**src/rtl/bonus_hit_scorer.sv**
```systemverilog
// Bonus ship hit responder: detects missile/bonus overlap, pulses the mover,
// hands a shot-count-dependent score to the accumulator and times the score pop-up.
module bonus_hit_scorer #(
    parameter int SHOW_FRAMES = 30,
    parameter int SCORE_W     = 48,
    parameter int SCREEN_W    = 640
) (
    input  logic               clk,
    input  logic               resetN,
    input  logic               startOfFrame,
    input  logic               playGame,
    input  logic               bonusAlive,
    input  logic               bonusDrawReq,
    input  logic               missileDrawReq,
    input  logic               missileFired,
    input  logic signed [10:0] bonusTopLeftX,
    output logic               bonusFireCollision,
    output logic               scoreValid,
    output logic [8:0]         scoreValue,
    input  logic               scoreReady,
    output logic               showScore,
    output logic signed [10:0] scoreX
);

    typedef enum logic [1:0] {IDLE, ARMED, HIT, SHOW} state_t;

    localparam logic signed [10:0] X_MAX      = 11'(SCREEN_W - SCORE_W);
    localparam logic [7:0]         FRAMES_END = 8'(SHOW_FRAMES);

    state_t             state;
    logic [3:0]         shot_idx;
    logic [7:0]         frame_cnt;
    logic [7:0]         frame_nxt;
    logic               overlap;
    logic signed [10:0] x_clamped;
    logic [8:0]         award;

    assign overlap = bonusDrawReq & missileDrawReq & bonusAlive;

    always_comb begin
        x_clamped = bonusTopLeftX;
        if (bonusTopLeftX < 11'sd0)
            x_clamped = 11'sd0;
        else if (bonusTopLeftX > X_MAX)
            x_clamped = X_MAX;
    end

    // Award uses the registered index, so a shot in the overlap cycle does not count yet.
    always_comb begin
        case (shot_idx)
            4'd0:    award = 9'd100;
            4'd1:    award = 9'd50;
            4'd2:    award = 9'd50;
            4'd3:    award = 9'd100;
            4'd4:    award = 9'd150;
            4'd5:    award = 9'd100;
            4'd6:    award = 9'd100;
            4'd7:    award = 9'd50;
            4'd8:    award = 9'd300;
            4'd9:    award = 9'd100;
            4'd10:   award = 9'd100;
            4'd11:   award = 9'd100;
            4'd12:   award = 9'd50;
            4'd13:   award = 9'd150;
            default: award = 9'd100;
        endcase
    end

    // Counter saturates at the end value so an expired-but-alive SHOW stays expired.
    assign frame_nxt = (startOfFrame && frame_cnt != FRAMES_END) ? frame_cnt + 8'd1 : frame_cnt;

    always_ff @(posedge clk or negedge resetN) begin
        if (!resetN) begin
            state              <= IDLE;
            shot_idx           <= 4'd0;
            frame_cnt          <= 8'd0;
            bonusFireCollision <= 1'b0;
            scoreValid         <= 1'b0;
            scoreValue         <= 9'd0;
            showScore          <= 1'b0;
            scoreX             <= 11'sd0;
        end else if (!playGame) begin
            state              <= IDLE;
            shot_idx           <= 4'd0;
            frame_cnt          <= 8'd0;
            bonusFireCollision <= 1'b0;
            scoreValid         <= 1'b0;
            scoreValue         <= 9'd0;
            showScore          <= 1'b0;
            scoreX             <= 11'sd0;
        end else begin
            bonusFireCollision <= 1'b0;
            if (missileFired)
                shot_idx <= (shot_idx == 4'd14) ? 4'd0 : shot_idx + 4'd1;
            if (scoreValid && scoreReady)
                scoreValid <= 1'b0;

            case (state)
                IDLE: begin
                    showScore <= 1'b0;
                    if (bonusAlive)
                        state <= ARMED;
                end
                ARMED: begin
                    if (overlap) begin
                        state              <= HIT;
                        bonusFireCollision <= 1'b1;
                        scoreValid         <= 1'b1;
                        scoreValue         <= award;
                        scoreX             <= x_clamped;
                    end else if (!bonusAlive) begin
                        state <= IDLE;
                    end
                end
                HIT: begin
                    state     <= SHOW;
                    showScore <= 1'b1;
                    frame_cnt <= 8'd0;
                end
                SHOW: begin
                    frame_cnt <= frame_nxt;
                    if (frame_nxt == FRAMES_END) begin
                        showScore <= 1'b0;
                        if (!bonusAlive)
                            state <= IDLE;
                    end
                end
                default: state <= IDLE;
            endcase
        end
    end

endmodule

```
**config.mk**
```make
export PLATFORM = sky130hd
export DESIGN_NAME = bonus_hit_scorer
export DESIGN_NICKNAME = d
export VERILOG_FILES = /design/src/rtl/bonus_hit_scorer.sv
export SDC_FILE = /design/constraint.sdc
export NUM_CORES = 1
export LEC_CHECK = 0
export ABC_AREA = 0
export BUFFER_PORTS_ARGS = -buffer_cell sky130_fd_sc_hd__buf_2
export CAP_MARGIN = 20
export CORE_UTILIZATION = 49
export CTS_CLUSTER_DIAMETER = 120
export DETAILED_ROUTE_END_ITERATION = 12
export PLACE_DENSITY = 0.72
export SLEW_MARGIN = 20
export SYNTH_ARGS = -nofsm -noshare
export SYNTH_HDL_FRONTEND = slang
export SYNTH_SLANG_ARGS = --single-unit
```
**constraint.sdc**
```tcl
create_clock -name clk -period 2.2 [get_ports clk]
set_clock_uncertainty 0.05 [all_clocks]
set_input_delay 0.22 -clock clk [delete_from_list [all_inputs] [get_ports clk]]
set_output_delay 0.22 -clock clk [all_outputs]
set_load 0.1 [all_outputs]
```
==> results of run 1 <==
worst max-delay path: stages (launching register included):
cell      delay (ns)
dfrtp_1         0.39
inv_2           0.09
ha_4            0.13
or4b_4          0.49
o21ai_4         0.17
mux2i_2         0.11
o41a_1          0.45
or3_1           0.32
a21boi_1        0.12
flip-flops by register name, indices dropped and copies added, names as in the netlist:
name                flops
bonusFireCollision      1
frame_cnt               8
scoreValid              1
scoreValue              6
scoreX                 10
shot_idx                4
showScore               1
state                   2
how the worst max path moves through the flow:
stage / to / slack (ns) / cells past startpoint
global placement: state[0] / -0.12 / 8
global route: state[1] / -0.29 / 8
finish: state[1] / -0.20 / 8
detailed placement: state[1] / -0.17 / 8
CTS: state[1] / -0.16 / 8
floorplan: state[0] / -0.12 / 7
Yosys cell counts, drive strengths merged, types with 2 or more instances:
library cell	number	area [µm²]
o211ai	3	22.5
o2bb2ai	2	17.5
nand2b	5	31.3
o21ai	19	106
o21a	3	22.5
clkbuf	6	32.5
dfrtp	33	826
a31oi	2	12.5
and2b	2	16.3
a21oi	11	55.1
nor2	12	45.0
nand3	14	70.1
ha	11	138
mux2i	3	30.0
and4	2	18.8
mux2	2	22.5
and3	2	12.5
or2	2	12.5
inv	12	45.0
a21boi	12	90.1
o41a	3	33.8
buf	7	53.8
nor3	8	40.0
nand4	3	18.8
nor2b	3	18.8
nand2	26	97.6
a32o	5	50.1
and2	6	37.5
logic make-up after synthesis:
kind of cell / Yosys count / synth area share
AO/OA/AOI/OAI: 68 / 0.226
adder cells (fa/ha/maj): 11 / 0.0652
buffers and inverters: 27 / 0.0687
flip-flops: 33 / 0.391
multiplexers: 5 / 0.0249
other: 1 / 0.00178
AND/OR/NAND/NOR: 91 / 0.222
what timing repair did:
| action | in CTS | in global routing |
|---|---|---|
| gates resized for setup | 8 | 2 |
| setup endpoints to repair | 3 | 3 |
| endpoints found under the hold margin | 33 | 0 |
| setup buffers | 3 | 1 |
| pin swaps | 7 | 0 |
| hold buffers | 1 | 0 |
metal layers:
metal	GRT usage	routed length, µm	vias up	part of all wire
met2	0.369	2290	32	0.50
li1	-	-	949	-
met4	0.0426	8	0	0.0017
met5	0	0	-	0
met3	0.0473	173	2	0.038
met1	0.285	2120	906	0.46
power groups by stage:
stage / Clock [mW] / Combinational [mW] / Sequential (mW)
6_report: 0.438 / 0.166 / 0.623
3_3_place_gp: 0 / 0.161 / 0.634
5_1_grt: 0.476 / 0.182 / 0.623
3_5_place_dp: 0 / 0.162 / 0.634
4_1_cts: 0.453 / 0.166 / 0.622
2_1_floorplan: 0 / 0.0840 / 0.656
area by class of cell:
type	instances	area, µm²
sequential	33	826
multi-input combinational	177	1200
timing repair buffer	61	360
inverter	13	48.8
clock buffer	5	68.8
clock inverter	3	17.5
tap	50	62.6
fill	335	1480
==> results.cfg, run 1 <==
[sta]
fin_crit_sh = 1.09
min_period_ns = 2.40
setup_tns_ns = -0.412
worstMarginPinSlew_ns = 0.727
hold_slack_ns = 0.125
max-slew-margin-rel = 0.515
setup_slack_ns = -0.195
fmax_ghz = 0.417
setup_viol = 3
drv_slew = 0
rsz0062_at_grt = yes
hold_viol_final = 0

[cts]
root_buffer = clkbuf_8
clkLatencyLatePin_ns = 0.28
path_clk_slew_ns = 0.07
clockBufferDepth = 2
cts_sinks = 33
cts_inserted_buffers = 5
cts_max_level = 2
cts_tree = built

[layout]
diodes = 0
fin_cells = 342
design_area_mm2 = 0.00258
layout_commonest_cell = buf_2
area_growth_pct = 22.3
layout_common_cells = buf_2 (40), dfrtp_1 (33), nand2_1 (26), buf_4 (20), o21ai_0 (16)
final_core_utilization = 0.636
layout-drive-gt1-share = 0.288
nets = 322

[hold_path]
hold_class = in2reg
hold_depth = 2
hold_end = scoreX[4]
worstHoldStart = bonusTopLeftX[10]

[global_route]
grt_pass1_wl_um = 7530
grt_max_degree = 34
grtUsageTotal = 0.218
grt_overflow = 0
grt_pass1_vias = 1700
antenna_found_initial = 0

[status]
status = finished with violations
violations = negative setup slack

[power_and_ir_drop]
switching_share = 0.279
finalPower_mw = 1.23
peakVddDrop_mv = 0.388
p_clk_frac = 0.357
share_comb_of_total_power = 0.135
power_density_mw_per_mm2 = 475
switching_power_mw = 0.342
seq_power_share = 0.508
p_leak_nw = 1.22
p_int_mw = 0.885

[setup_path]
crit_required_ns = 2.36
rr_worst_depth = 8
reg2reg_to = state[1]
cp-end-kind = flip-flop
worstPathArrival_ns = 2.55
critPathMaxFanout = 3
cp-start-kind = flip-flop
timing.rr.start = frame_cnt[0]
rrSetupSlack_ns = -0.20
startpoint = frame_cnt[0]
critPathKind = reg2reg

[detailed_routing]
vias = 1889
drtIter0Drc = 145
wl_per_cell_um = 13.4
post-route-drc-count = 0
totalWireLength_um = 4590
vias_per_cell = 5.52
first_pass_iters = 4
ant_nets = 0

[floorplanning]
ios = 43
die_h_um = 67.7
initial_core_util = 0.521
core_mm2 = 0.00406
dieArea_mm2 = 0.00458
rows = 23
die_w_um = 67.7

[synthesis]
synth_edf_count = 0
netlist-cell-type-count = 52
netlist_instances = 236
ys_ff_latch = 33
synthFlopType = dfrtp_1
seq_area_frac_synth = 0.391
synth_area_mm2 = 0.00211
async_reset_ff_frac = 1.00
postSynthAreaPerCell_um2 = 8.95
yosys_warnings = 0

[placement]
port_buffers = 40
place_ws_ns = -0.170
placed_area_mm2 = 0.00242
dp.cells = 329
dp_hpwl_um = 3300
gp_congestion = 0.923

[job]
drv_cap = 0
Note: power is estimated with default switching activity, not from simulation.
==> run 2, diff against run 1 <==
- BUFFER_PORTS_ARGS: -buffer_cell sky130_fd_sc_hd__buf_2 -> -buffer_cell sky130_fd_sc_hd__clkbuf_2
- CORE_UTILIZATION: 49 -> 27
- PLACE_DENSITY: 0.72 -> 0.44
==> results.cfg, run 2 (same netlist as run 1, synthesis figures left out) <==
[placement]
gp_congestion = 0.795
dp_hpwl_um = 3720
placed_area_mm2 = 0.00249
port_buffers = 40

[setup_path]
slowest_delay_ns = 0.49
cp-start-kind = flip-flop
critPathBufInv = 1
crit_chain = inv_2 -> ha_4 -> or4b_4 -> o21ai_4 -> mux2i_4 -> o41a_1 -> or3_1 -> a21boi_1
crit_required_ns = 2.37
startpoint = frame_cnt[0]
cp_top_family = simple AND/OR/NAND/NOR gates
cp-end-kind = flip-flop
timing.rr.start = frame_cnt[0]
slowest_stage = or4b_4
worstPathArrival_ns = 2.57
critPathKind = reg2reg
critPathMaxFanout = 3

[detailed_routing]
ant_nets = 0
vias_per_cell = 4.80
post-route-drc-count = 0
wl_per_cell_um = 13.6
totalWireLength_um = 5330
first_pass_iters = 4
drtIter0Drc = 79
vias = 1883

[sta]
fmax_ghz = 0.417
hold_viol_final = 0
setup_slack_ns = -0.200
min_period_ns = 2.40
drv_slew = 0
rsz0062_at_grt = yes
fin_crit_sh = 1.09
worstMarginPinSlew_ns = 0.552
setup_viol = 3
max-slew-margin-rel = 0.633
hold_slack_ns = 0.110

[layout]
layout_common_cells = clkbuf_2 (40), dfrtp_1 (33), nand2_1 (26), buf_4 (21), o21ai_0 (16)
top_register = scoreX
layout_commonest_cell = clkbuf_2
largest_reg_flops = 10
diodes = 0
design_area_mm2 = 0.00269
reg_top3 = scoreX (10), frame_cnt (8), scoreValue (6)
nets = 323
area_growth_pct = 27.1
layout-drive-gt1-share = 0.304
final_core_utilization = 0.362

[floorplanning]
dieArea_mm2 = 0.00818
initial_core_util = 0.285
die_h_um = 90.4
die_w_um = 90.4
ios = 43
rows = 31
core_mm2 = 0.00741

[power_and_ir_drop]
power_density_mw_per_mm2 = 473
p_leak_nw = 1.22
finalPower_mw = 1.27
peakVddDrop_mv = 0.207

[global_route]
grtUsageTotal = 0.141
antenna_found_initial = 0
grt_overflow = 0
grt_max_degree = 34
grt_pass1_wl_um = 9310
grt_pass1_vias = 1890

[hold_path]
worstHoldStart = bonusTopLeftX[3]
hold_class = in2reg

[cts]
root_buffer = clkbuf_8
cts_inserted_buffers = 5
clockBufferDepth = 2
cts_sinks = 33
clkLatencyLatePin_ns = 0.29
path_clk_slew_ns = 0.08
cts_max_level = 2
cts_tree = built

[status]
violations = negative setup slack
status = finished with violations

[job]
drv_cap = 0
==> run 2: cell types whose count changed in the layout (fill, tap and decap cells not counted), sizes merged <==
cell      previous run  this run
clkbuf               5        45
buf                 60        21
clkinv               3         1
clkinvlp             1         3
==> run 2: metrics by stage <==
stage | worst slack, ns | cells | TNS, ns
finish | -0.200 | 392 | -0.549
global route | -0.287 | 392 | -0.821
CTS | -0.172 | 391 | -0.460
detailed placement | -0.205 | 379 | -0.480
global placement | -0.145 | 379 | -0.299
floorplan | -0.117 | 237 | -0.223
==> run 2: area by class of cell <==
class,count,area [µm²]
flip-flops and latches,33,826
multi-input cells,177,1230
well taps,99,124
inverters,13,48.8
clock buffers,5,68.8
repair buffers,62,368
fillers,771,4720
clock inverters,3,22.5
==> run 2: what timing repair did <==
item                                    4_1_cts  5_1_grt
setup buffers                                 3        1
endpoints found under the setup margin        3        3
hold buffers                                  1        0
pin swaps                                     4        6
gates resized for setup                       5        9
endpoints found under the hold margin        33        0
==> run 2: worst register-to-register path: stages (launching register included) <==
cell and delay (ns):
dfrtp_1 0.39, inv_2 0.08, ha_4 0.13, or4b_4 0.49, o21ai_4 0.19, mux2i_4 0.11, o41a_1 0.45, or3_1 0.32
a21boi_1 0.12
==> run 2: path summary, 6_finish.rpt <==
path	cells past startpoint	endpoint	slack [ns]
worst max register to register	8	state[1]	-0.20
worst max-delay path	8	state[1]	-0.20
worst min-delay path	2	scoreX[3]	0.11
worst min register to register	2	scoreX[4]	0.48
min in group asynchronous	3	state[1]	0.44
max in group asynchronous	3	frame_cnt[2]	1.33
==> run 2: report_power, final <==
part	switching, mW	total, mW	internal (mW)
combinational	0.116	0.171	0.0549
sequential	0.00920	0.623	0.614
clock	0.254	0.476	0.222
==> run 2: layer usage <==
layer | global-route usage | up-vias | wire length, µm
met5 | 0 | - | 0
met1 | 0.191 | 882 | 2560
met3 | 0.0337 | 6 | 217
met2 | 0.225 | 40 | 2500
li1 | - | 955 | -
met4 | 0.0403 | 0 | 63
